**config.mk**
```make
export PLATFORM = sky130hd
export DESIGN_NAME = alarm_controller
export DESIGN_NICKNAME = d
export VERILOG_FILES = /design/src/rtl/alarm_pkg.sv /design/src/rtl/alarm_match.sv /design/src/rtl/alarm_controller.sv
export SDC_FILE = /design/constraint.sdc
export NUM_CORES = 1
export LEC_CHECK = 0
export CAP_MARGIN = 20
export CORE_MARGIN = 3
export CORE_UTILIZATION = 41
export CTS_CLUSTER_SIZE = 10
export DETAILED_ROUTE_END_ITERATION = 10
export PLACE_DENSITY_LB_ADDON = 0.1
export SYNTH_ARGS = -nofsm -noshare
export SYNTH_HDL_FRONTEND = slang
export SYNTH_HIERARCHICAL = 1
export SYNTH_SLANG_ARGS = --single-unit
```
**constraint.sdc**
```tcl
create_clock -name Clk -period 7.3 [get_ports Clk]
set_clock_uncertainty 0.05 [all_clocks]
set_input_delay 1.095 -clock Clk [delete_from_list [all_inputs] [get_ports Clk]]
set_output_delay 1.095 -clock Clk [all_outputs]
set_load 0.02 [all_outputs]
```
**src/rtl/alarm_pkg.sv**
```systemverilog
// alarm_pkg: shared types and constants for the alarm controller.
//   alarm_state_t  FSM state encoding (also driven on the State port)
//   bcd_t          one BCD time byte (no digit validation anywhere)
//   DEF_*          default timeouts, in Tick1Hz pulses
//   CNT_W          width of the ring/snooze counter
package alarm_pkg;

    typedef enum logic [1:0] {
        ST_DISARMED = 2'd0,
        ST_ARMED    = 2'd1,
        ST_RINGING  = 2'd2,
        ST_SNOOZED  = 2'd3
    } alarm_state_t;

    typedef logic [7:0] bcd_t;

    localparam int DEF_RING_TIMEOUT_S = 60;
    localparam int DEF_SNOOZE_S       = 300;
    localparam int CNT_W              = 16;

endpackage

```
**src/rtl/alarm_match.sv**
```systemverilog
// alarm_match: compares the stored alarm time against the running clock and
// produces a rising-edge indication of the match.
//   Clk, Reset                  clock and synchronous active-high reset
//   alarm_sec/min/hrs           stored alarm time (BCD bytes)
//   clock_sec/min/hrs           current time (BCD bytes)
//   match                       byte-exact equality of all three fields
//   match_edge                  match high now, low in the previous cycle
module alarm_match
    import alarm_pkg::*;
(
    input  logic Clk,
    input  logic Reset,
    input  bcd_t alarm_sec,
    input  bcd_t alarm_min,
    input  bcd_t alarm_hrs,
    input  bcd_t clock_sec,
    input  bcd_t clock_min,
    input  bcd_t clock_hrs,
    output logic match,
    output logic match_edge
);

    logic match_prev_d;
    logic match_prev_q;

    always_comb begin
        match        = (alarm_sec == clock_sec) &&
                       (alarm_min == clock_min) &&
                       (alarm_hrs == clock_hrs);
        match_prev_d = match;
        match_edge   = match & ~match_prev_q;
    end

    // Resetting the history to 1 means a clock that already equals the
    // (cleared) alarm time right after reset cannot produce a spurious edge.
    always_ff @(posedge Clk) begin
        if (Reset) match_prev_q <= 1'b1;
        else       match_prev_q <= match_prev_d;
    end

endmodule

```
**src/rtl/alarm_controller.sv**
```systemverilog
// alarm_controller: alarm clock sequencer (arm, ring, snooze, stop).
//   Clk, Reset                      clock, synchronous active-high reset
//   Tick1Hz                         one-cycle pulse per second
//   ClockSeconds/Minutes/Hours      current time, BCD
//   SetAlarm, SetSeconds/...        load request and alarm time to load
//   ArmEn                           level enable; 0 forces DISARMED
//   StopBtn, SnoozeBtn              one-cycle button pulses
//   AlarmSeconds/Minutes/Hours      stored alarm time
//   Buzzer                          high exactly while RINGING
//   State                           registered FSM state
// Build option: define ALARM_SNOOZE_EN to enable the SNOOZED state; without
// it SnoozeBtn is ignored and SNOOZED is never entered.
//
// state     | meaning
// DISARMED  | alarm off, waiting for ArmEn
// ARMED     | waiting for a fresh time match
// RINGING   | buzzer on, counting toward auto-return
// SNOOZED   | buzzer off, counting toward re-ring
module alarm_controller
    import alarm_pkg::*;
#(
    parameter int RING_TIMEOUT_S = DEF_RING_TIMEOUT_S,
    parameter int SNOOZE_S       = DEF_SNOOZE_S
) (
    input  logic       Clk,
    input  logic       Reset,
    input  logic       Tick1Hz,
    input  bcd_t       ClockSeconds,
    input  bcd_t       ClockMinutes,
    input  bcd_t       ClockHours,
    input  logic       SetAlarm,
    input  bcd_t       SetSeconds,
    input  bcd_t       SetMinutes,
    input  bcd_t       SetHours,
    input  logic       ArmEn,
    input  logic       StopBtn,
    input  logic       SnoozeBtn,
    output bcd_t       AlarmSeconds,
    output bcd_t       AlarmMinutes,
    output bcd_t       AlarmHours,
    output logic       Buzzer,
    output logic [1:0] State
);

    localparam logic [CNT_W-1:0] RING_LIMIT   = CNT_W'(RING_TIMEOUT_S);
    localparam logic [CNT_W-1:0] SNOOZE_LIMIT = CNT_W'(SNOOZE_S);

    alarm_state_t     state_d, state_q;
    logic [CNT_W-1:0] cnt_d, cnt_q, cnt_inc;
    bcd_t             alarm_sec_d, alarm_sec_q;
    bcd_t             alarm_min_d, alarm_min_q;
    bcd_t             alarm_hrs_d, alarm_hrs_q;
    logic             buzzer_q;
    logic             match;
    logic             match_edge;
    logic             snooze_req;

    alarm_match u_match (
        .Clk        (Clk),
        .Reset      (Reset),
        .alarm_sec  (alarm_sec_q),
        .alarm_min  (alarm_min_q),
        .alarm_hrs  (alarm_hrs_q),
        .clock_sec  (ClockSeconds),
        .clock_min  (ClockMinutes),
        .clock_hrs  (ClockHours),
        .match      (match),
        .match_edge (match_edge)
    );

`ifdef ALARM_SNOOZE_EN
    assign snooze_req = SnoozeBtn;
`else
    logic snooze_unused;
    assign snooze_unused = SnoozeBtn;
    assign snooze_req    = 1'b0;
`endif

    always_comb begin
        // Saturating increment: the counter holds at all-ones, never wraps.
        cnt_inc     = (cnt_q == '1) ? cnt_q : cnt_q + 1'b1;
        state_d     = state_q;
        cnt_d       = cnt_q;
        alarm_sec_d = alarm_sec_q;
        alarm_min_d = alarm_min_q;
        alarm_hrs_d = alarm_hrs_q;

        if (SetAlarm && (state_q == ST_DISARMED || state_q == ST_ARMED)) begin
            alarm_sec_d = SetSeconds;
            alarm_min_d = SetMinutes;
            alarm_hrs_d = SetHours;
        end

        if (!ArmEn) begin
            state_d = ST_DISARMED;
            cnt_d   = '0;
        end else begin
            unique case (state_q)
                ST_DISARMED: begin
                    state_d = ST_ARMED;
                    cnt_d   = '0;
                end
                ST_ARMED: begin
                    cnt_d = '0;
                    if (match_edge) state_d = ST_RINGING;
                end
                ST_RINGING: begin
                    if (StopBtn) begin
                        state_d = ST_ARMED;
                        cnt_d   = '0;
                    end else if (snooze_req) begin
                        state_d = ST_SNOOZED;
                        cnt_d   = '0;
                    end else if (Tick1Hz) begin
                        if (cnt_inc >= RING_LIMIT) begin
                            state_d = ST_ARMED;
                            cnt_d   = '0;
                        end else begin
                            cnt_d = cnt_inc;
                        end
                    end
                end
                ST_SNOOZED: begin
                    if (StopBtn) begin
                        state_d = ST_ARMED;
                        cnt_d   = '0;
                    end else if (Tick1Hz) begin
                        if (cnt_inc >= SNOOZE_LIMIT) begin
                            state_d = ST_RINGING;
                            cnt_d   = '0;
                        end else begin
                            cnt_d = cnt_inc;
                        end
                    end
                end
                default: begin
                    state_d = ST_DISARMED;
                    cnt_d   = '0;
                end
            endcase
        end
    end

    always_ff @(posedge Clk) begin
        if (Reset) begin
            state_q     <= ST_DISARMED;
            cnt_q       <= '0;
            buzzer_q    <= 1'b0;
            alarm_sec_q <= 8'h00;
            alarm_min_q <= 8'h00;
            alarm_hrs_q <= 8'h00;
        end else begin
            state_q     <= state_d;
            cnt_q       <= cnt_d;
            buzzer_q    <= (state_d == ST_RINGING);
            alarm_sec_q <= alarm_sec_d;
            alarm_min_q <= alarm_min_d;
            alarm_hrs_q <= alarm_hrs_d;
        end
    end

    assign Buzzer       = buzzer_q;
    assign State        = state_q;
    assign AlarmSeconds = alarm_sec_q;
    assign AlarmMinutes = alarm_min_q;
    assign AlarmHours   = alarm_hrs_q;

endmodule

```
==> results.yml, run 1 <==
power:
  p_leak_nw: 1.18
  swShare_pct: 25.3
  p_comb_share_pct: 16.5
  power_mw: 0.500
  switching_power_mw: 0.127
  p_per_area_nw_per_um2: 154
  clockPowerShare_pct: 32.5
  intPower_mw: 0.373
  irDropWorstVdd_uv: 83.3
  seq_power_share_pct: 51.0
die:
  chipWidth_um: 82.3
  ios: 82
  placement_rows: 27
  start_util_pct: 42.9
  die-area_um2: 6780
  coreArea_um2: 5570
  die_h_um: 82.3
critical_path:
  crit_end: "cnt_q[0]"
  regToRegSetupSlack_ns: 4.31
  r2r_start: "cnt_q[1]"
  critPathBufInv: 0
  critPathTopFamily: "simple AND/OR/NAND/NOR gates"
  crit_path_end_kind: "register"
  cpPeakStageDelay_ns: 0.55
  path_class: "reg2reg"
  startpoint_type: "register"
  r2r-end: "cnt_q[0]"
  reg2regPathDepth: 8
  crit_required_ns: 7.49
  cp_cell_sequence: "ha_1 > nand3_1 > nor2_1 > a32oi_2 > a2111o_1 > mux2i_2 > and3_1 > mux2_2"
  critPathArrivalTime_ns: 3.18
  worstPathMaxFanout: 13
  critical_path_depth: 8
  startpoint: "cnt_q[1]"
  critPathSlowestCell: "mux2i_2"
clock_network:
  clk_pin_slew_ns: 0.09
  ctsResizeCount: 0
  numCtsBuffers: 5
  htree_levels: 2
  cts_hold_buf: 0
  cts_sinks: 44
  clk-insertion-delay-late_ns: 0.31
  postCtsSetupBuffers: 0
  cts_tree: "yes"
  root_buffer: "clkbuf_8"
  clockBufferDepth: 2
grt:
  antenna_found_initial: 0
  grt_use_met1_pct: 21.7
  grt_pass1_vias: 2192
  grt_util_all_layers_pct: 19.3
  overflow: 0
  grt_pass1_wl_um: 10000
  use_met3_pct: 9.11
  grt_max_degree: 27
  grt.busiest_layer: "met2"
  met2_usage_pct: 32.4
synth:
  yosys_warnings: 6
  syn_nets: 346
  avgSynthCellArea_um2: 8.24
  syn_area_um2: 2390
  synthCells: 290
drt:
  initialDrtViolationCount: 66
  drt-vias-per-instance: 5.28
  drt_wl_total_um: 6280
  drc_errors: 0
  num_vias: 2264
  drtAntennaViolNets: 0
  drtPass1Iterations: 4
  post_drt_wl_per_cell_um: 14.6
job:
  cap_violations: 0
cells_and_area:
  antenna_cells: 0
  drive_gt1_share_pct: 6.72
  post-route-util_pct: 58.4
  fillers: 530
  area_delta_synth_final_pct: 36.2
  stdcell_area_um2: 3250
  nNetsFinal: 412
timing:
  rsz0062_at_grt: "no"
  setup_tns_ns: 0
  worst_pin_slew_ns: 0.946
  hold_viol: 0
  fin_crit_ns: 2.99
  setup-violations-final: 0
  max_freq_mhz: 335
  finalCritPeriodShare_pct: 40.9
  slew_violations: 0
  finalWorstSetupSlack_ns: 4.31
  slew-limit-headroom_pct: 36.9
status:
  status: "complete, no violations"
place:
  port_buffers: 80
  finalWeightedCongestion: 0.874
  dp_hpwl_um: 4620
  post-place-ws_ns: 4.14
  place_area_um2: 3160
hold_path:
  hold_path.class: "reg2reg"
[per-layer routing]
layer / part of all wire, % / vias to the layer above
li1: - / 1154
met5: 0 / -
met4: 1.0 / 0
met2: 47 / 67
met3: 9.2 / 6
met1: 43 / 1037
[power by group through the flow]
stage / clock, mW / sequential (mW) / combinational, mW
after floorplan: 0 / 0.269 / 0.0233
after global placement: 0 / 0.260 / 0.0825
after detailed placement: 0 / 0.261 / 0.0829
after CTS: 0.167 / 0.255 / 0.0833
after global routing: 0.176 / 0.256 / 0.0892
final: 0.163 / 0.255 / 0.0824
[tightest hold or removal path, stage by stage, from the launching register on]
cell and delay, ns:
dfxtp_1 0.31, inv_1 0.07, nor2_1 0.05
[final cells by class]
cell class | count | area (um^2) | share of cell area (%)
Multi-Input combinational cell | 220 | 1370 | 42.0
Sequential cell | 44 | 881 | 27.1
Clock buffer | 8 | 90.1 | 2.77
Timing Repair Buffer | 82 | 816 | 25.1
Inverter | 3 | 11.3 | 0.346
Tap cell | 72 | 90.1 | 2.77
[worst min path at each step]
stage | cells past startpoint | to | start | slack [ns]
2_1_floorplan | 2 | cnt_q[15] | cnt_q[15] | 0.39
3_3_place_gp | 2 | cnt_q[15] | cnt_q[15] | 0.40
3_5_place_dp | 2 | cnt_q[15] | cnt_q[15] | 0.41
4_1_cts | 2 | cnt_q[15] | cnt_q[15] | 0.42
5_1_grt | 2 | AlarmHours[2] | AlarmHours[2] | 0.46
6_report | 2 | cnt_q[15] | cnt_q[15] | 0.42
[placed cells by master (no fill, tap or decap), types with 3 or more instances in the layout]
cell,n
nand2b_1,3
clkdlybuf4s50_1,80
xor2_1,24
clkbuf_8,6
a21oi_1,32
xnor2_1,4
and3_1,5
a41oi_1,4
and2_1,7
nor2b_1,5
nor4_1,9
a31oi_1,6
inv_1,3
nor3_1,4
nand4_1,10
nand3_1,7
nor2_1,9
nand2_1,55
dfxtp_1,44
[stage by stage]
step,cells,hold slack [ns]
6_report,429,0.419
5_1_grt,429,0.456
4_1_cts,429,0.418
3_5_place_dp,421,0.406
3_3_place_gp,421,0.403
2_1_floorplan,290,0.387
[state kept, by name, summed over array words and instances, names as in the netlist]
name / cells
cnt_q: 16
AlarmHours: 8
AlarmMinutes: 8
AlarmSeconds: 8
State: 2
Buzzer: 1
u_match/match_prev_q: 1
No activity file was read; power rests on OpenSTA's default activity.
==> inputs of run 2 (changes only) <==
==> constraint.sdc (replaced) <==
create_clock -name Clk -period 2.55 [get_ports Clk]
set_clock_uncertainty 0.05 [all_clocks]
set_input_delay 0.3825 -clock Clk [delete_from_list [all_inputs] [get_ports Clk]]
set_output_delay 0.3825 -clock Clk [all_outputs]
set_load 0.02 [all_outputs]
==> results.yml, run 2 (same netlist as run 1, synthesis figures left out) <==
grt:
  grt_util_all_layers_pct: 20.0
  antenna_found_initial: 0
  grt_pass1_wl_um: 10500
  grt_pass1_vias: 2286
  overflow: 0
  grt_max_degree: 26
die:
  die_h_um: 82.3
  start_util_pct: 42.9
  coreArea_um2: 5570
  ios: 82
  placement_rows: 27
  chipWidth_um: 82.3
  die-area_um2: 6780
timing:
  max_freq_mhz: 412
  fin_crit_ns: 2.43
  rsz0062_at_grt: "no"
  slew-limit-headroom_pct: 74.1
  worst_pin_slew_ns: 0.385
  setup-violations-final: 0
  hold_viol: 0
  setup_tns_ns: 0
  slew_violations: 0
  finalCritPeriodShare_pct: 95.1
clock_network:
  cts_tree: "yes"
  root_buffer: "clkbuf_8"
  htree_levels: 2
  clockBufferDepth: 2
  ctsResizeCount: 0
  numCtsBuffers: 5
  clk-insertion-delay-late_ns: 0.29
  postCtsSetupBuffers: 0
  clk_pin_slew_ns: 0.09
  cts_sinks: 44
  cts_hold_buf: 0
critical_path:
  critPathBufInv: 1
  cp_cell_sequence: "nand3_1 > or4_4 > a32oi_2 > o32a_2 > mux2i_2 > buf_4 > and3_1 > mux2_2"
  worstPathMaxFanout: 7
  critPathTopFamily: "simple AND/OR/NAND/NOR gates"
  critPathArrivalTime_ns: 2.56
  startpoint_type: "register"
  path_class: "reg2reg"
  cpPeakStageDelay_ns: 0.56
  crit_path_end_kind: "register"
  crit_required_ns: 2.69
  critPathSlowestCell: "or4_4"
cells_and_area:
  final_common_cell: "clkdlybuf4s50_1"
  top_register: "cnt_q"
  fillers: 523
  area_delta_synth_final_pct: 42.8
  largest_register_ffs: 16
  most-common-layout-cells: "clkdlybuf4s50_1 (80), nand2_1 (55), dfxtp_1 (39), a21oi_1 (32), xor2_1 (24)"
  antenna_cells: 0
  nNetsFinal: 430
  fin_cells: 446
  drive_gt1_share_pct: 14.2
place:
  dp_hpwl_um: 4850
  dp_cells: 439
  port_buffers: 80
  finalWeightedCongestion: 0.845
power:
  p_per_area_nw_per_um2: 410
  irDropWorstVdd_uv: 281
  p_leak_nw: 1.27
  power_mw: 1.40
drt:
  drtAntennaViolNets: 0
  drc_errors: 0
  drt_wl_total_um: 6520
  post_drt_wl_per_cell_um: 14.6
  drtPass1Iterations: 4
  initialDrtViolationCount: 75
  num_vias: 2348
  drt-vias-per-instance: 5.26
job:
  cap_violations: 0
status:
  status: "complete, no violations"
hold_path:
  hold_path.class: "reg2reg"
==> run 2: cell types whose count changed in the layout (fill, tap and decap cells not counted), sizes merged <==
cell      before  now
clkinvlp       0    1
clkinv         0    1
clkbuf         8    5
buf            2   20
==> run 2: worst min-delay path, stage by stage (launching register included) <==
cell     delay, ns
dfxtp_1       0.34
nand2_1       0.06
a21oi_1       0.05
==> run 2: where the power goes <==
| group | switching (mW) | total [mW] | internal [mW] |
|---|---|---|---|
| combinational | 0.0967 | 0.236 | 0.139 |
| sequential | 0.0210 | 0.730 | 0.709 |
| clock | 0.247 | 0.433 | 0.186 |
==> run 2: final cells by class <==
class	instances	area, um^2	area share (%)
clock buffer	5	68.8	2.02
clock inverter	2	12.5	0.367
inverter	3	11.3	0.330
multi-input combinational	220	1390	40.8
sequential	44	887	26.0
tap	72	90.1	2.64
timing repair buffer	100	951	27.9
==> run 2: routing by layer <==
metal	vias to the layer above	GRT usage (%)	part of all wire, %
met5	-	0	0
met4	0	4.49	0.43
met3	2	9.22	9.3
met2	63	33.5	49
met1	1092	23.3	41
li1	1191	-	-
==> run 2: through the flow <==
stage | area [um^2] | util [%] | hold WS (ns) | setup slack [ns]
after floorplan | 2390 | - | 0.387 | 0.244
after global placement | 3300 | 59.2 | 0.409 | 0.144
after detailed placement | 3300 | 59.2 | 0.409 | 0.106
after CTS | 3380 | 60.6 | 0.422 | 0.0837
after global routing | 3410 | 61.2 | 0.461 | 0.0224
final | 3410 | 61.2 | 0.437 | 0.125
==> run 2: final timing paths <==
path / to / start / slack (ns) / cells after the start
setup / recovery: cnt_q[0] / cnt_q[13] / 0.12 / 8
hold / removal: AlarmSeconds[6] / AlarmSeconds[6] / 0.44 / 2
hold reg to reg: AlarmSeconds[6] / AlarmSeconds[6] / 0.44 / 2
setup reg to reg: cnt_q[0] / cnt_q[13] / 0.12 / 8
